**src/rtl/pipeline_mdu_pkg.sv**
```systemverilog
// pipeline_defs: shared definitions for the MIPS multiply/divide unit.
//   mduOp_e    : iOp encodings (MULT, MULTU, DIV, DIVU)
//   mduState_e : iteration FSM states (IDLE, CALC, FIX)
//   mduIsDiv / mduIsSigned : decode helpers for a raw 2-bit op field
package pipeline_defs;

    typedef enum logic [1:0] {
        MDU_MULT  = 2'b00,
        MDU_MULTU = 2'b01,
        MDU_DIV   = 2'b10,
        MDU_DIVU  = 2'b11
    } mduOp_e;

    typedef enum logic [1:0] {
        MDU_IDLE = 2'b00,
        MDU_CALC = 2'b01,
        MDU_FIX  = 2'b10
    } mduState_e;

    // Bit 1 of the op selects divide, bit 0 selects the unsigned variant.
    function automatic logic mduIsDiv(input logic [1:0] op);
        return op[1];
    endfunction

    function automatic logic mduIsSigned(input logic [1:0] op);
        return ~op[0];
    endfunction

endpackage

```
**src/rtl/pipeline_mdu_div_step.sv**
```systemverilog
// mdu_div_step: combinational restoring-division slice, RADIX_BITS iterations.
//   iRem     : partial remainder (always < iDivisor when iDivisor != 0)
//   iQuo     : dividend bits still to be shifted in (MSB first); quotient
//              bits are shifted in at the bottom as they are produced
//   iDivisor : divisor magnitude
//   oRem     : partial remainder after RADIX_BITS iterations
//   oQuo     : shifted dividend/quotient register after RADIX_BITS iterations
module mdu_div_step
    import pipeline_defs::*;
#(
    parameter int XLEN       = 32,
    parameter int RADIX_BITS = 1
) (
    input  logic [XLEN-1:0] iRem,
    input  logic [XLEN-1:0] iQuo,
    input  logic [XLEN-1:0] iDivisor,
    output logic [XLEN-1:0] oRem,
    output logic [XLEN-1:0] oQuo
);

    logic [XLEN:0]   trial;
    logic [XLEN-1:0] rem;
    logic [XLEN-1:0] quo;

    always_comb begin
        rem   = iRem;
        quo   = iQuo;
        trial = '0;
        for (int i = 0; i < RADIX_BITS; i++) begin
            // Bring down the next dividend bit; one extra bit of headroom
            // because rem < divisor implies 2*rem+1 < 2*divisor.
            trial = {rem, quo[XLEN-1]};
            quo   = {quo[XLEN-2:0], 1'b0};
            if (trial >= {1'b0, iDivisor}) begin
                trial  = trial - {1'b0, iDivisor};
                quo[0] = 1'b1;
            end
            rem = trial[XLEN-1:0];
        end
        oRem = rem;
        oQuo = quo;
    end

endmodule

```
**src/rtl/pipeline_mdu.sv**
```systemverilog
// pipeline_mdu: iterative multiply/divide unit with HI/LO for a 5-stage MIPS core.
// Optional feature macro: PIPELINE_MDU_FAST_MULT_EN (single-cycle multiply;
// divide stays iterative). Undefined by default.
//
// Handshake: the core raises iStart for one op while oBusy=0; the op is taken
// at that edge unless iCancel is also high. While oBusy=1 iStart/iWriteHI/
// iWriteLO are ignored. oDone pulses one cycle once HI/LO hold the result.
//
// Ports:
//   clk, reset          : clock (rising edge), asynchronous active-low reset
//   iStart, iOp, iA, iB : op request (00 MULT, 01 MULTU, 10 DIV, 11 DIVU)
//   iCancel             : abort in-flight op, HI/LO untouched
//   iWriteHI, iWriteLO  : MTHI/MTLO from iA, idle only, dropped if iStart
//   oBusy, oDone        : op in flight / result-written pulse
//   oHI, oLO            : architectural HI/LO
//   dbgState            : current FSM state
module pipeline_mdu
    import pipeline_defs::*;
#(
    parameter int XLEN       = 32,
    parameter int RADIX_BITS = 1
) (
    input  logic            clk,
    input  logic            reset,
    input  logic            iStart,
    input  logic [1:0]      iOp,
    input  logic [XLEN-1:0] iA,
    input  logic [XLEN-1:0] iB,
    input  logic            iCancel,
    input  logic            iWriteHI,
    input  logic            iWriteLO,
    output logic            oBusy,
    output logic            oDone,
    output logic [XLEN-1:0] oHI,
    output logic [XLEN-1:0] oLO,
    output mduState_e       dbgState
);

    localparam int N     = XLEN / RADIX_BITS;
    localparam int CNT_W = (N > 1) ? $clog2(N) : 1;

    mduState_e         state, nextState;
    logic [CNT_W-1:0]  cnt;
    logic              isDivReg;
    logic [XLEN-1:0]   accHi, accLo;     // product hi/lo or remainder/quotient
    logic [XLEN-1:0]   opnd;             // multiplicand or divisor magnitude
    logic              negQ, negR;       // sign fix for product/quotient, remainder
    logic              divZero;
    logic [XLEN-1:0]   dividendRaw;      // returned in HI on divide by zero
    logic [XLEN-1:0]   hiReg, loReg;
    logic              doneReg;

    // ------------------------------------------------------------ accept
    logic            accept, startIter;
    logic            signA, signB;
    logic [XLEN-1:0] magA, magB;

    assign accept = (state == MDU_IDLE) && iStart && !iCancel;
    assign signA  = mduIsSigned(iOp) & iA[XLEN-1];
    assign signB  = mduIsSigned(iOp) & iB[XLEN-1];
    // -x of the most negative value is 2^(XLEN-1), correct as a magnitude.
    assign magA   = signA ? -iA : iA;
    assign magB   = signB ? -iB : iB;

`ifdef PIPELINE_MDU_FAST_MULT_EN
    logic                     startFast;
    logic signed [XLEN:0]     fastA, fastB;
    logic signed [2*XLEN+1:0] fastProd;

    assign startFast = accept && !mduIsDiv(iOp);
    assign startIter = accept && mduIsDiv(iOp);
    // One extra bit lets the same signed multiplier serve MULT and MULTU.
    assign fastA     = {signA, iA};
    assign fastB     = {signB, iB};
    assign fastProd  = fastA * fastB;
`else
    assign startIter = accept;
`endif

    // ------------------------------------------------------------ step logic
    // Shift-add multiply: add opnd * accLo[RADIX_BITS-1:0] into accHi, then
    // shift {accHi,accLo} right by RADIX_BITS. Built from shifted adds.
    logic [XLEN+RADIX_BITS-1:0] mulSum;
    logic [XLEN-1:0]            mulHiNext, mulLoNext;

    always_comb begin
        mulSum = {{RADIX_BITS{1'b0}}, accHi};
        for (int j = 0; j < RADIX_BITS; j++) begin
            if (accLo[j]) begin
                mulSum = mulSum + ({{RADIX_BITS{1'b0}}, opnd} << j);
            end
        end
    end

    assign mulHiNext = mulSum[XLEN+RADIX_BITS-1:RADIX_BITS];
    assign mulLoNext = {mulSum[RADIX_BITS-1:0], accLo[XLEN-1:RADIX_BITS]};

    logic [XLEN-1:0] divRem, divQuo;

    mdu_div_step #(
        .XLEN       (XLEN),
        .RADIX_BITS (RADIX_BITS)
    ) uDivStep (
        .iRem     (accHi),
        .iQuo     (accLo),
        .iDivisor (opnd),
        .oRem     (divRem),
        .oQuo     (divQuo)
    );

    // ------------------------------------------------------------ sign fix
    logic [2*XLEN-1:0] prodMag, prodRes;
    logic [XLEN-1:0]   quoRes, remRes;

    assign prodMag = {accHi, accLo};
    assign prodRes = negQ ? -prodMag : prodMag;
    assign quoRes  = negQ ? -accLo : accLo;
    assign remRes  = negR ? -accHi : accHi;

    // ------------------------------------------------------------ FSM
    always_ff @(posedge clk or negedge reset) begin
        if (!reset) begin
            state <= MDU_IDLE;
        end else begin
            state <= nextState;
        end
    end

    always_comb begin
        nextState = state;
        case (state)
            MDU_IDLE: if (startIter) nextState = MDU_CALC;
            MDU_CALC: begin
                if (iCancel)          nextState = MDU_IDLE;
                else if (cnt == '0)   nextState = MDU_FIX;
            end
            MDU_FIX:  nextState = MDU_IDLE;
            default:  nextState = MDU_IDLE;
        endcase
    end

    always_comb begin
        oBusy    = (state != MDU_IDLE);
        dbgState = state;
    end

    // ------------------------------------------------------------ datapath
    always_ff @(posedge clk or negedge reset) begin
        if (!reset) begin
            cnt         <= '0;
            isDivReg    <= 1'b0;
            accHi       <= '0;
            accLo       <= '0;
            opnd        <= '0;
            negQ        <= 1'b0;
            negR        <= 1'b0;
            divZero     <= 1'b0;
            dividendRaw <= '0;
            hiReg       <= '0;
            loReg       <= '0;
            doneReg     <= 1'b0;
        end else begin
            doneReg <= 1'b0;
            if (startIter) begin
                isDivReg    <= mduIsDiv(iOp);
                cnt         <= CNT_W'(N - 1);
                accHi       <= '0;
                accLo       <= mduIsDiv(iOp) ? magA : magB;
                opnd        <= mduIsDiv(iOp) ? magB : magA;
                negQ        <= signA ^ signB;
                negR        <= signA;
                divZero     <= mduIsDiv(iOp) && (iB == '0);
                dividendRaw <= iA;
            end
`ifdef PIPELINE_MDU_FAST_MULT_EN
            else if (startFast) begin
                hiReg   <= fastProd[2*XLEN-1:XLEN];
                loReg   <= fastProd[XLEN-1:0];
                doneReg <= 1'b1;
            end
`endif
            else if (state == MDU_IDLE && !iStart) begin
                if (iWriteHI) hiReg <= iA;
                if (iWriteLO) loReg <= iA;
            end else if (state == MDU_CALC) begin
                if (iCancel) begin
                    cnt <= '0;
                end else begin
                    if (cnt != '0) cnt <= cnt - CNT_W'(1);
                    if (isDivReg) begin
                        accHi <= divRem;
                        accLo <= divQuo;
                    end else begin
                        accHi <= mulHiNext;
                        accLo <= mulLoNext;
                    end
                end
            end else if (state == MDU_FIX && !iCancel) begin
                doneReg <= 1'b1;
                if (!isDivReg) begin
                    hiReg <= prodRes[2*XLEN-1:XLEN];
                    loReg <= prodRes[XLEN-1:0];
                end else if (divZero) begin
                    hiReg <= dividendRaw;
                    loReg <= '1;
                end else begin
                    hiReg <= remRes;
                    loReg <= quoRes;
                end
            end
        end
    end

    assign oDone = doneReg;
    assign oHI   = hiReg;
    assign oLO   = loReg;

endmodule

```
**config.mk**
```make
export PLATFORM = sky130hd
export DESIGN_NAME = pipeline_mdu
export DESIGN_NICKNAME = d
export VERILOG_FILES = /design/src/rtl/pipeline_mdu_pkg.sv /design/src/rtl/pipeline_mdu_div_step.sv /design/src/rtl/pipeline_mdu.sv
export SDC_FILE = /design/constraint.sdc
export NUM_CORES = 1
export LEC_CHECK = 0
export BUFFER_PORTS_ARGS = -buffer_cell sky130_fd_sc_hd__buf_2
export CAP_MARGIN = 20
export CORE_ASPECT_RATIO = 1.4
export CORE_MARGIN = 2
export CORE_UTILIZATION = 40
export CTS_CLUSTER_DIAMETER = 30
export CTS_CLUSTER_SIZE = 10
export DETAILED_ROUTE_END_ITERATION = 10
export GPL_ROUTABILITY_DRIVEN = 0
export PLACE_DENSITY = 0.56
export RECOVER_POWER = 25
export SYNTH_ARGS = -nofsm -noshare
export SYNTH_HDL_FRONTEND = slang
export SYNTH_HIERARCHICAL = 1
export SYNTH_SLANG_ARGS = --single-unit
```
**constraint.sdc**
```tcl
create_clock -name clk -period 4.5 [get_ports clk]
set_input_delay 0.9 -clock clk [delete_from_list [all_inputs] [get_ports clk]]
set_output_delay 0.9 -clock clk [all_outputs]
set_load 0.05 [all_outputs]
```
# Word-level counts from Yosys, hierarchy flattened
# Index checks and enable logic that the tools add are counted.
[totals]
register_bits = 204
latch_bits = 0
ram_bits = 0
romBits = 0
input_bits = 72
out_inout_bits = 68
word_cells = 101
memories = 0
[classes]
addsub = 8
multipliers = 0
div_mod_pow = 0
n_lt_le_gt_ge = 1
eq_ne = 9
shift = 0
mux = 45
bitwise_logic = 5
reduce_logical = 20
[op_table]
columns = ["cell", "count"]
rows = [
  ["two-way mux 32 bit", 29],
  ["negator 32 bit", 4],
  ["two-way mux 64 bit", 1],
  ["negator 64 bit", 1],
  ["adder 32 x 32 -> 33 bit", 1],
  ["greater-or-equal comparator 33 x 32 -> 1 bit", 1],
  ["two-way mux 33 bit", 1],
  ["zero test 32 bit", 1],
  ["subtractor 32 bit", 1],
  ["two-way mux 5 bit", 5],
  ["!= test 2 bit, second input constant", 5],
  ["AND reduction 4 bit", 2],
  ["two-way mux 2 bit", 3],
  ["AND reduction 3 bit", 2],
  ["nonzero test 2 bit", 3],
  ["logical AND 1 bit", 5],
  ["zero test 5 bit", 1],
  ["two-way mux 1 bit", 5],
  ["nonzero test 5 bit", 1],
  ["subtractor 5 x 1 -> 5 bit, second input constant", 1],
  ["one-hot mux 2 bit (2 select lines)", 1],
  ["!= test 3 bit, second input constant", 1],
  ["nonzero test 3 bit", 1],
  ["AND 1 bit", 2],
  ["other kinds (8)", 10],
]

# Depth between registers and ports, before layout
# Gate-level depths: netlist of the first run.
[depth]
word_depth = 7
mapped_depth = 18
depth_no_buf = 16

# By module
# Netlist of the first run, hierarchy kept.
[modules_own_cells]
columns = ["mod", "n_inst", "cells_per_inst", "area_per_inst_um2", "seq_area_each_um2"]
rows = [
  ["pipeline_mdu", 1, 2002, 15538.7, 5104.9],
  ["mdu_div_step", 1, 354, 2563.7, 0.0],
]

# Worst setup path before layout of the first run
# OpenSTA, ideal clock, no wires.
[synth_path]
path_type = "input-to-reg"
startpoint = "input port iA[9]"
endpoint = "register accLo[21]"
setup_ps = 126
arrival_ps = 3439
t_required_ps = 4374
slack_ps = 935
stages = 9
n_path_buf = 1
cell_sequence = "buf_2 -> or4_4 -> or4_4 -> or4_4 -> or2_4 -> o41ai_4 -> xor2_1 -> a21oi_1 -> a221o_1"
[synth_via]
elab_chain_len = 4
[synth_lines]
columns = ["element", "line_no", "source"]
rows = [
  ["from (decl)", "pipeline_mdu.sv:27", "input logic [XLEN-1:0] iA,"],
  ["negator 32 bit", "pipeline_mdu.sv:62", "assign magA = signA ? -iA : iA;"],
  ["two-way mux 32 bit", "pipeline_mdu.sv:62", ""],
  ["two-way mux 32 bit", "pipeline_mdu.sv:168", "accLo <= mduIsDiv(iOp) ? magA : magB;"],
  ["two-way mux 32 bit", "pipeline_mdu.sv:164", "if (startIter) begin"],
  ["to (signal assigned)", "pipeline_mdu.sv:168", ""],
  ["to (signal assigned)", "pipeline_mdu.sv:192", "accLo <= divQuo;"],
  ["to (signal assigned)", "pipeline_mdu.sv:195", "accLo <= mulLoNext;"],
  ["to (decl)", "pipeline_mdu.sv:45", "logic [XLEN-1:0] accHi, accLo;"],
]
# No other way between the ends.
# A chain may end at the register's enable or synchronous reset.

# Worst setup path in the final report of the first run
[layout_path]
startpoint = "register opnd[11]"
endpoint = "register accHi[10]"
[layout_via]
elab_chain_len = 7
elab_cells_between_ends = 9
cone_classes = "add/sub: 1; order compare: 1; mux: 7"
[layout_lines]
columns = ["element", "line_no", "source"]
rows = [
  ["from (decl)", "pipeline_mdu.sv:46", "logic [XLEN-1:0] opnd;"],
  ["from (signal assigned)", "pipeline_mdu.sv:169", "opnd <= mduIsDiv(iOp) ? magB : magA;"],
  ["greater-or-equal comparator 33 x 32 -> 1 bit", "pipeline_mdu_div_step.sv:34", "if (trial >= {1'b0, iDivisor}) begin"],
  ["two-way mux 32 bit", "pipeline_mdu_div_step.sv:34", ""],
  ["via divRem[10]", "pipeline_mdu.sv:98", "logic [XLEN-1:0] divRem, divQuo;"],
  ["two-way mux 32 bit", "pipeline_mdu.sv:190", "if (isDivReg) begin"],
  ["two-way mux 32 bit", "pipeline_mdu.sv:186", "if (iCancel) begin"],
  ["two-way mux 32 bit", "pipeline_mdu.sv:185", "end else if (state == MDU_CALC) begin"],
  ["two-way mux 32 bit", "pipeline_mdu.sv:182", "else if (state == MDU_IDLE && !iStart) begin"],
  ["two-way mux 32 bit", "pipeline_mdu.sv:164", ""],
  ["to (signal assigned)", "pipeline_mdu.sv:191", "accHi <= divRem;"],
  ["to (signal assigned)", "pipeline_mdu.sv:194", "accHi <= mulHiNext;"],
  ["to (decl)", "pipeline_mdu.sv:45", ""],
]
# The timed path passes the listed nets, and every way through them passes these cells. The select of a mux whose other input is x is not followed.

==> key figures, run 1 <==
Status
  • Status: finished with violations
  • Violations in the final reports: max-capacitance violations, max-slew violations

CTS
  • Max clock buf depth: 3
  • Clk slew on worst S/H paths: 0.04 ns
  • Clock Latency Late Sink: 0.58 ns
  • CTS tree: done
  • Cts hold-fix bufs: 0
  • Post_cts resized: 0
  • CTS Buf Count: 47
  • H-Tree Depth: 2
  • Post-CTS Setup Bufs: 0
  • Root Driver: clkbuf_16
  • # clock sinks: 204

Synthesis
  • Count leader, synth: nand2_1
  • Share of the yosys chip area belonging to registers: 28.2%
  • Yosys top cell by area: dfrtp_1
  • Ys async rst share: 100%
  • Number of synthesized flops with an enable pin: 0
  • Seq cells post-synth: 204
  • Main synth FF type: dfrtp_1
  • Synth top area cells: dfrtp_1 28%, nand2_1 7.4%, o21ai_0 6.4%, a21oi_1 5.6%, xnor2_1 5.4%
  • Post-synth top area share: 28.2%
  • Post-Syn Area: 18100 sq um
  • Yosys warnings: 6
  • Synthesized area per cell: 7.68 sq um
  • Synth top cells by count: 355 x nand2_1, 231 x o21ai_0, 204 x dfrtp_1
  • Mapped Nets: 2500
  • Netlist cell types: 91
  • Synthesized netlist cell count: 2356

Timing
  • RSZ-0062 raised after global routing: false
  • Setup ws final: 0.217 ns
  • Final Cycle Share: 95.2%
  • Setup_tns: 0 ns
  • Clock skew: 0.0451 ns
  • Final slew viol count: 109
  • Post-layout minimum cycle time: 4.28 ns
  • Slew HR: -115%
  • Final setup fails: 0
  • Fmax: 234 MHz
  • Fin. Hold Viols: 0
  • Worst Tran Pin Value: 3.23 ns

Die
  • Die Width: 184 microns
  • Core Region: 44900 sq um
  • Site row count: 92
  • Ports: 140
  • Die area: 47000 sq um
  • Die Ht: 256 microns
  • Initial Util: 40.3%

Global routing
  • Met3 usage: 3.71%
  • Antenna violations before repair: 2
  • Gr usage total: 30.9%
  • GRT overflow: 0
  • First-pass GRT wire length: 111000 microns
  • Met1 Track Usage GR: 35.9%
  • Layer with the highest usage: met2
  • Vias in the first global route: 18150
  • M2 GR Usage: 51.3%
  • Largest net degree at the start of global routing: 110

Finish
  • Ratio of cells with drive above 1 in the final layout: 15.4%
  • Area growth syn-to-layout: 15.7%
  • NumNets Final: 2564
  • Fillers: 4447
  • Antenna diodes: 0

Route
  • DRC: 0
  • Drt wl/cell: 24.3 microns
  • WL final: 73300 microns
  • Vias: 18384
  • Via density: 6.08
  • Pre-antenna DRT Iters: 6
  • Antenna-violating nets left: 0
  • Iter 0 DRT Violations: 1569

Power
  • Flop pwr share: 18.8%
  • Leak pwr: 0.00930 uW
  • Worst-case vdd ir drop: 0.000414 V
  • Gate power share: 58.5%
  • Pint: 8670 uW
  • Net switching power: 8050 uW
  • Sw Ratio: 48.2%
  • Power per Cell Area: 798 nW/um^2
  • Clock power share: 22.6%

Setup path
  • Critical Path End Type: flop
  • Critical Path Stages: 15
  • Worst path cell trace: inv_1 > ha_1 > nand4_1 > nor3_1 > o211ai_1 > nor4b_4 > o21ai_2 > a31oi_4 > o21a_4 > inv_2 > buf_4 > mux2_2 > nand2_1 > o21ai_0 > a22o_1
  • Arrival @ worst endpoint: 4.71 ns
  • Crit path buf inv count: 3
  • Critical path type: flop to flop
  • Largest delay share family, worst path: compound AO/OA/AOI/OAI gates
  • R2r worst-path depth: 15
  • CP endpoint: accHi[10]
  • CP peak stage delay: 0.59 ns
  • Critical Path Start Type: flop
  • Reg2reg end: accHi[10]
  • Worst Path Max Fanout: 21
  • CP max-delay cell: nor3_1
  • Critical Path RT: 4.93 ns
  • R2r setup slk: 0.22 ns
  • Critical Path Source: opnd[11]
  • Worst r2r src: opnd[11]

Placement
  • Port bufs: 139
  • Post-DP HPWL: 55300 microns
  • Setup slack at placement: 0.230 ns

Hold path
  • Worst Hold Depth: 2
  • Hold crit path type: flop to flop

Job
  • Max Cap Viol: 1
placed cells by master (no fill, tap or decap), types with 19 or more instances in the layout:
| cell | count |
|---|---|
| xor2_1 | 86 |
| buf_2 | 138 |
| a31oi_1 | 20 |
| ha_1 | 70 |
| mux2i_1 | 54 |
| or3_1 | 29 |
| dfrtp_1 | 201 |
| nand4_1 | 19 |
| nor2b_1 | 22 |
| nand3_1 | 34 |
| nor2_1 | 181 |
| o21ai_0 | 231 |
| a21oi_1 | 201 |
| buf_4 | 69 |
| a21o_1 | 31 |
| o31ai_1 | 21 |
| inv_1 | 70 |
| o22ai_1 | 38 |
| nand2_1 | 355 |
| xnor2_1 | 111 |
| nor4_1 | 19 |
| mux2_2 | 28 |
| clkbuf_16 | 47 |
| nor3_1 | 48 |
metrics by stage:
| step | util [%] | hold slack [ns] | instances | cell area (sq um) | total power [uW] |
|---|---|---|---|---|---|
| final | 46.6 | 0.472 | 3023 | 20900 | 16700 |
| after global routing | 46.6 | 0.491 | 3023 | 20900 | 17700 |
| after CTS | 46.6 | 0.475 | 3022 | 20900 | 16600 |
| after detailed placement | 42.7 | 0.463 | 2934 | 19200 | 12700 |
| after global placement | 42.7 | 0.458 | 2934 | 19200 | 12700 |
| after floorplan | - | 0.445 | 2356 | 18100 | 10000 |
how the worst min path moves through the flow:
stage                          from              end  slack, ns
finish              dividendRaw[26]  dividendRaw[26]       0.47
global route        dividendRaw[26]  dividendRaw[26]       0.49
CTS                 dividendRaw[26]  dividendRaw[26]       0.47
detailed placement   dividendRaw[5]   dividendRaw[5]       0.46
global placement     dividendRaw[5]   dividendRaw[5]       0.46
floorplan           dividendRaw[17]  dividendRaw[17]       0.45
per-layer routing:
metal	vias to the layer above	wire length, microns	share of wire [%]
met2	858	34700	47
met1	8768	27200	37
li1	8495	-	-
met5	-	0	0
met3	263	4470	6.1
met4	0	6880	9.4
power groups by stage:
stage	logic [uW]	registers [uW]	clock network, uW
2_1_floorplan	6330	3710	0
3_3_place_gp	9550	3140	0
3_5_place_dp	9580	3150	0
4_1_cts	9640	3130	3820
5_1_grt	10600	3220	3900
6_report	9790	3150	3780
logic make-up after synthesis:
logic type,count (synthesis),synth area share (%)
AND/OR/NAND/NOR,805,20.4
AO/OA/AOI/OAI,715,24.5
buffers and inverters,272,6.86
flip-flops,204,28.2
XOR/XNOR,197,9.53
multiplexers,91,5.47
adder cells (fa/ha/maj),72,5.06
worst reg2reg max path, delay by kind of cell, from the launching register on:
kind / cells / cell delay (ns)
muxes: 1 / 0.38
DFF: 1 / 0.37
and+or+nand+nor: 4 / 1.11
buffers and inverters: 3 / 0.66
adders and majority gates: 1 / 0.41
AOI/OAI and AO/OA: 6 / 1.25
state kept, by name, summed over array words and instances, names as in the netlist:
register and count:
negR 1, dividendRaw 32, negQ 1, divZero 1, dbgState 2, oLO 32, accHi 32, accLo 32
cnt 5, oDone 1, opnd 32, oHI 32, isDivReg 1
layout make-up:
| type | count | area, sq um | share of cell area (%) |
|---|---|---|---|
| inverter | 74 | 278 | 1.33 |
| tap | 564 | 706 | 3.37 |
| clock inverter | 24 | 390 | 1.86 |
| clock buffer | 64 | 1360 | 6.50 |
| sequential | 204 | 5110 | 24.4 |
| multi-input combinational | 1880 | 11800 | 56.3 |
| timing repair buffer | 213 | 1310 | 6.23 |
Power figures use the tool's default switching activity.
==> run 2: changes to the inputs <==
--- a/config.mk
+++ b/config.mk
@@ -10,6 +10,7 @@
 export CORE_ASPECT_RATIO = 1.4
 export CORE_MARGIN = 2
 export CORE_UTILIZATION = 40
+export CTS_BUF_LIST = sky130_fd_sc_hd__clkbuf_4 sky130_fd_sc_hd__clkbuf_8
 export CTS_CLUSTER_DIAMETER = 30
 export CTS_CLUSTER_SIZE = 10
 export DETAILED_ROUTE_END_ITERATION = 10
@@ -20,3 +21,4 @@
 export SYNTH_HDL_FRONTEND = slang
 export SYNTH_HIERARCHICAL = 1
 export SYNTH_SLANG_ARGS = --single-unit
+export TNS_END_PERCENT = 10
==> run 2 against run 1 <==
Net effect:
- the run still ends with max-capacitance violations, max-slew violations left
- routed wire length is 0.14% lower
- clock skew is 0.0035 ns higher
- global-route usage is 0.051 points lower
- cell area is 2.6% lower
- sequential cell count stayed put
- register-to-register slack better by 0.02 ns
- non-clock buffer count stayed put
- via count hardly changed
- critical path type unchanged
- largest power group unchanged
- highest routed layer unchanged
==> key figures, run 2 (synthesized netlist as in run 1, its figures left out) <==
CTS
  • Root Driver: clkbuf_8 (was clkbuf_16)
  • H-Tree Depth: 2 (unchanged)
  • Clock Latency Late Sink: 0.64 ns (was 0.58 ns)
  • CTS tree: done (unchanged)
  • Post_cts resized: 0 (unchanged)
  • Post-CTS Setup Bufs: 0 (unchanged)
  • Cts hold-fix bufs: 0 (unchanged)
  • CTS Buf Count: 47 (unchanged)
  • # clock sinks: 204 (unchanged)
  • Max clock buf depth: 3 (unchanged)
  • Clk slew on worst S/H paths: 0.05 ns (was 0.04 ns)

Finish
  • NumNets Final: 2564 (unchanged)
  • Core Util, Final: 45.4% (was 46.6%)
  • Most common cell after layout, fill and taps aside: nand2_1 (unchanged)
  • Final cell count without fillers: 3024 (was 3023)
  • Ratio of cells with drive above 1 in the final layout: 15.6% (was 15.4%)
  • Most frequent cells in the layout: 355 x nand2_1, 231 x o21ai_0, 201 x a21oi_1, 201 x dfrtp_1, 181 x nor2_1 (unchanged)
  • Register area: 5110 sq um (unchanged)
  • Area of the multi-input gates: 11800 sq um (unchanged)
  • Fillers: 4506 (was 4447)
  • Area growth syn-to-layout: 12.7% (was 15.7%)

Setup path
  • Critical Path Stages: 15 (unchanged)
  • Critical path type: flop to flop (unchanged)
  • Worst Path Max Fanout: 21 (unchanged)
  • Worst path cell trace: inv_1 > ha_1 > nand4_1 > nor3_1 > o211ai_1 > nor4b_4 > o21ai_2 > a31oi_4 > o21a_4 > inv_2 > buf_4 > mux2_2 > nand2_1 > o21ai_0 > a22o_1 (unchanged)
  • CP max-delay cell: nor3_1 (unchanged)
  • Largest delay share family, worst path: compound AO/OA/AOI/OAI gates (unchanged)
  • Critical Path Start Type: flop (unchanged)
  • Critical Path RT: 4.99 ns (was 4.93 ns)
  • CP peak stage delay: 0.59 ns (about the same)
  • Crit path buf inv count: 3 (unchanged)
  • Worst r2r src: opnd[11] (unchanged)
  • Critical Path End Type: flop (unchanged)
  • R2r worst-path depth: 15 (unchanged)
  • Reg2reg end: accHi[10] (unchanged)
  • Arrival @ worst endpoint: 4.75 ns (was 4.71 ns)
  • R2r setup slk: 0.23 ns (was 0.22 ns)

Route
  • Pre-antenna DRT Iters: 5 (was 6)
  • Antenna-violating nets left: 0 (unchanged)
  • Iter 0 DRT Violations: 1725 (was 1569)
  • DRC: 0 (unchanged)
  • Drt wl/cell: 24.2 microns (was 24.3 microns)
  • Vias: 18372 (was 18384)
  • WL final: 73200 microns (was 73300 microns)
  • Via density: 6.08 (about the same)

Hold path
  • HP Start: dividendRaw[26] (unchanged)
  • Hold crit path type: flop to flop (unchanged)
  • Hold EP: dividendRaw[26] (unchanged)
  • Worst Hold Depth: 2 (unchanged)

Timing
  • Fmax: 234 MHz (about the same)
  • Final slew viol count: 109 (unchanged)
  • Post-layout minimum cycle time: 4.27 ns (was 4.28 ns)
  • Fin. Hold Viols: 0 (unchanged)
  • Final setup fails: 0 (unchanged)
  • Slew HR: -113% (was -115%)
  • Final Hold Slack: 0.475 ns (was 0.472 ns)
  • Worst Tran Pin Value: 3.19 ns (was 3.23 ns)
  • RSZ-0062 raised after global routing: false (unchanged)
  • Clock skew: 0.0485 ns (was 0.0451 ns)
  • Final Cycle Share: 94.8% (was 95.2%)
  • Setup_tns: 0 ns (unchanged)

Status
  • Status: finished with violations (unchanged)
  • Violations in the final reports: max-capacitance violations, max-slew violations (unchanged)

Die
  • Die area: 47000 sq um (unchanged)
  • Die Width: 184 microns (unchanged)
  • Ports: 140 (unchanged)
  • Core Region: 44900 sq um (unchanged)
  • Die Ht: 256 microns (unchanged)
  • Initial Util: 40.3% (unchanged)
  • Site row count: 92 (unchanged)

Power
  • Power per Cell Area: 769 nW/um^2 (was 798 nW/um^2)
  • Leak pwr: 0.00907 uW (was 0.00930 uW)
  • Worst-case vdd ir drop: 0.000519 V (was 0.000414 V)
  • Total power: 15700 uW (was 16700 uW)

Global routing
  • Gr usage total: 30.8% (was 30.9%)
  • Vias in the first global route: 18108 (was 18150)
  • GRT overflow: 0 (unchanged)
  • First-pass GRT wire length: 110000 microns (was 111000 microns)
  • Largest net degree at the start of global routing: 110 (unchanged)
  • Antenna violations before repair: 3 (was 2)

Placement
  • Port bufs: 139 (unchanged)
  • DP Cell Count: 2934 (unchanged)
  • Post-DP HPWL: 55300 microns (unchanged)

Job
  • Max Cap Viol: 1 (unchanged)
-- run 2: changes by cell type in the layout (fill, tap and decap cells not counted), sizes merged --
| cell | change |
|---|---|
| inv | +2 |
| clkinv | -2 |
| diode | +1 |
-- run 2: worst max path at each step --
stage	startpoint	end	slack, ns
finish	opnd[11]	accHi[10]	0.23
CTS	opnd[10]	accHi[10]	0.22
detailed placement	opnd[10]	accHi[10]	0.23
global route	opnd[11]	accHi[20]	0.02
global placement	opnd[10]	accHi[20]	0.35
floorplan	iA[9]	accLo[21]	0.94
-- run 2: layout make-up --
class	instances	area share [%]
clock buffer	64	4.16
antenna	1	0.0123
timing repair buffer	213	6.40
multi-input combinational	1880	57.8
tap	564	3.46
sequential	204	25.1
clock inverter	24	1.77
inverter	74	1.36
-- run 2: worst reg2reg max path, stage by stage (launching register included) --
cell      delay [ns]
dfrtp_1         0.37
inv_1           0.05
ha_1            0.41
nand4_1         0.23
nor3_1          0.59
o211ai_1        0.25
nor4b_4         0.22
o21ai_2         0.21
a31oi_4         0.13
o21a_4          0.27
inv_2           0.23
buf_4           0.37
mux2_2          0.40
nand2_1         0.06
o21ai_0         0.11
a22o_1          0.25
-- run 2: per-stage QoR --
| stage | worst slack [ns] | area [sq um] |
|---|---|---|
| after global placement | 0.351 | 19200 |
| final | 0.234 | 20400 |
| after global routing | 0.0162 | 20400 |
| after CTS | 0.218 | 20400 |
| after floorplan | 0.935 | 18100 |
| after detailed placement | 0.230 | 19200 |
-- run 2: per-layer routing --
metal	vias to the layer above	track usage (%)	wire length [microns]	share of wire [%]
met2	854	51.1	34600	47
met5	-	0	0	0
li1	8483	-	-	-
met1	8777	36.0	27300	37
met4	0	24.2	6760	9.2
met3	258	3.50	4590	6.3
-- run 2: where the power goes --
group	total, uW	internal [uW]	switching (uW)	leakage, uW
combinational	9790	3640	6150	0.00593
sequential	3150	2440	703	0.00253
clock	2760	1710	1050	0.000607
==> run 3: changes to the inputs <==
--- a/config.mk
+++ b/config.mk
@@ -15,7 +15,7 @@
 export CTS_CLUSTER_SIZE = 10
 export DETAILED_ROUTE_END_ITERATION = 10
 export GPL_ROUTABILITY_DRIVEN = 0
-export PLACE_DENSITY = 0.56
+export PLACE_DENSITY = 0.65
 export RECOVER_POWER = 25
 export SYNTH_ARGS = -nofsm -noshare
 export SYNTH_HDL_FRONTEND = slang
==> run 3 against run 2 <==
Net effect:
- first-iteration DRC count shrank 0.12%
- largest power group unchanged
- critical endpoint is now accHi[29]
- sequential power grew 3%
- die area is the same
- sequential share of layout area grew 0.097 points
- combinational power shrank 2%
- largest cell class unchanged
- hold slack lost 0.0018 ns
- maximum frequency grew 5.7%
- the flow still finishes with violations (max-capacitance violations, max-slew violations)
==> key figures, run 3 (synthesized netlist as in run 1, its figures left out) <==
Setup path
  • Worst r2r src: accHi[0] (was opnd[11])
  • Critical Path Start Type: flop (unchanged)
  • Critical Path RT: 4.98 ns (was 4.99 ns)
  • R2r setup slk: 0.46 ns (was 0.23 ns)
  • Critical Path End Type: flop (unchanged)
  • CP dominant cell by count: o21ai_0
  • Worst path cell trace: ha_1 > inv_1 > fa_1 > nor2b_1 > o2111ai_1 > a2111oi_0 > buf_4 > nor3_1 > o21ai_0 > a211oi_1 > a21boi_0 > xnor2_1 > o21ai_0 (was inv_1 > ha_1 > nand4_1 > nor3_1 > o211ai_1 > nor4b_4 > o21ai_2 > a31oi_4 > o21a_4 > inv_2 > buf_4 > mux2_2 > nand2_1 > o21ai_0 > a22o_1)
  • Critical path type: flop to flop (unchanged)
  • Crit path buf inv count: 2 (was 3)
  • Largest delay share family, worst path: compound AO/OA/AOI/OAI gates (unchanged)
  • Reg2reg end: accHi[29] (was accHi[10])
  • R2r worst-path depth: 13 (was 15)
  • Arrival @ worst endpoint: 4.51 ns (was 4.75 ns)
  • CP peak stage delay: 0.57 ns (was 0.59 ns)
  • Worst Path Max Fanout: 9 (was 21)
  • CP max-delay cell: dfrtp_1 (was nor3_1)

Hold path
  • Worst Hold Depth: 2 (unchanged)
  • Hold crit path type: flop to flop (unchanged)
  • Hold EP: dividendRaw[21] (was dividendRaw[26])
  • HP Start: dividendRaw[21] (was dividendRaw[26])

Power
  • Leak pwr: 0.00903 uW (was 0.00907 uW)
  • Worst-case vdd ir drop: 0.000473 V (was 0.000519 V)
  • Power per Cell Area: 764 nW/um^2 (was 769 nW/um^2)

Job
  • Max Cap Viol: 1 (unchanged)

CTS
  • Root Driver: clkbuf_8 (unchanged)
  • Clk slew on worst S/H paths: 0.06 ns (was 0.05 ns)
  • Max clock buf depth: 3 (unchanged)
  • Post_cts resized: 0 (unchanged)
  • Post-CTS Setup Bufs: 0 (unchanged)
  • Clock Latency Late Sink: 0.62 ns (was 0.64 ns)
  • H-Tree Depth: 2 (unchanged)
  • CTS tree: done (unchanged)
  • CTS Buf Count: 46 (was 47)
  • # clock sinks: 204 (unchanged)
  • Cts hold-fix bufs: 0 (unchanged)

Global routing
  • Vias in the first global route: 18056 (was 18108)
  • Gr usage total: 29.7% (was 30.8%)
  • Antenna violations before repair: 3 (unchanged)
  • First-pass GRT wire length: 107000 microns (was 110000 microns)
  • GRT overflow: 0 (unchanged)
  • Largest net degree at the start of global routing: 104 (was 110)

Timing
  • Worst Tran Pin Value: 3.40 ns (was 3.19 ns)
  • Slew HR: -126% (was -113%)
  • Fin. Hold Viols: 0 (unchanged)
  • Final Cycle Share: 89.7% (was 94.8%)
  • Fmax: 248 MHz (was 234 MHz)
  • Final setup fails: 0 (unchanged)
  • RSZ-0062 raised after global routing: false (unchanged)
  • Clock skew: 0.0556 ns (was 0.0485 ns)
  • Setup_tns: 0 ns (unchanged)
  • Final slew viol count: 64 (was 109)
  • Post-layout minimum cycle time: 4.04 ns (was 4.27 ns)

Finish
  • Final cell count without fillers: 3019 (was 3024)
  • Most common cell after layout, fill and taps aside: nand2_1 (unchanged)
  • Area growth syn-to-layout: 12.3% (was 12.7%)
  • NumNets Final: 2559 (was 2564)
  • Most frequent cells in the layout: 355 x nand2_1, 231 x o21ai_0, 201 x a21oi_1, 201 x dfrtp_1, 181 x nor2_1 (unchanged)
  • Ratio of cells with drive above 1 in the final layout: 15.4% (was 15.6%)

Route
  • DRC: 0 (unchanged)
  • Via density: 6.18 (was 6.08)
  • Antenna-violating nets left: 0 (unchanged)
  • Drt wl/cell: 23.7 microns (was 24.2 microns)
  • WL final: 71700 microns (was 73200 microns)
  • Vias: 18646 (was 18372)
  • Iter 0 DRT Violations: 1723 (was 1725)
  • Pre-antenna DRT Iters: 7 (was 5)

Die
  • Core Region: 44900 sq um (unchanged)
  • Ports: 140 (unchanged)
  • Die Width: 184 microns (unchanged)
  • Die area: 47000 sq um (unchanged)
  • Die Ht: 256 microns (unchanged)
  • Initial Util: 40.3% (unchanged)
  • Site row count: 92 (unchanged)

Placement
  • DP Cell Count: 2930 (was 2934)
  • Post-DP HPWL: 53600 microns (was 55300 microns)
  • Port bufs: 139 (unchanged)

Status
  • Status: finished with violations (unchanged)
  • Violations in the final reports: max-capacitance violations, max-slew violations (unchanged)
run 3: worst max path at each step:
stage / to / from / slack [ns] / cells after the start
global route: divZero / reset / 0.19 / 1
global placement: accHi[29] / accHi[0] / 0.58 / 13
floorplan: accLo[21] / iA[9] / 0.94 / 9
finish: accHi[29] / accHi[0] / 0.46 / 13
CTS: accHi[29] / accHi[0] / 0.54 / 13
detailed placement: accHi[29] / accHi[0] / 0.57 / 13
run 3: final cells by class:
type / instances / area, sq um
diodes: 3 / 7.51
clock buffers: 53 / 698
clock inverters: 32 / 459
fillers: 4452 / 24600
inverters: 74 / 278
multi-input cells: 1880 / 11800
flip-flops and latches: 204 / 5110
well taps: 564 / 706
repair buffers: 209 / 1270
run 3: where the power goes:
| group | internal (uW) | leakage, uW | switching [uW] |
|---|---|---|---|
| Clock | 1650 | 0.000583 | 1030 |
| Sequential | 2440 | 0.00253 | 787 |
| Combinational | 3640 | 0.00592 | 5980 |
run 3: worst reg2reg max path, delay by kind of cell (launching register included):
family	cells	cell delay, ns
compound gates	6	2.01
fa+ha+maj	2	0.63
flops	1	0.57
simple gates	2	0.31
buf+inv	2	0.26
xor+xnor	1	0.15
run 3: layer usage:
metal	wire length, microns	vias to the layer above	track usage [%]
met5	0	-	0
met4	7510	0	26.8
met3	5320	323	4.58
met2	33800	976	49.4
met1	25100	8867	32.4
li1	-	8480	-
run 3: per-stage QoR:
| stage | area (sq um) | hold WS [ns] | total power [uW] | utilization, % | setup WS [ns] |
|---|---|---|---|---|---|
| 2_1_floorplan | 18100 | 0.445 | 10000 | - | 0.935 |
| 3_3_place_gp | 19100 | 0.457 | 12500 | 42.6 | 0.582 |
| 3_5_place_dp | 19100 | 0.462 | 12600 | 42.6 | 0.573 |
| 4_1_cts | 20300 | 0.330 | 15300 | 45.2 | 0.544 |
| 5_1_grt | 20300 | 0.502 | 16400 | 45.3 | 0.188 |
| 6_report | 20300 | 0.473 | 15500 | 45.3 | 0.462 |
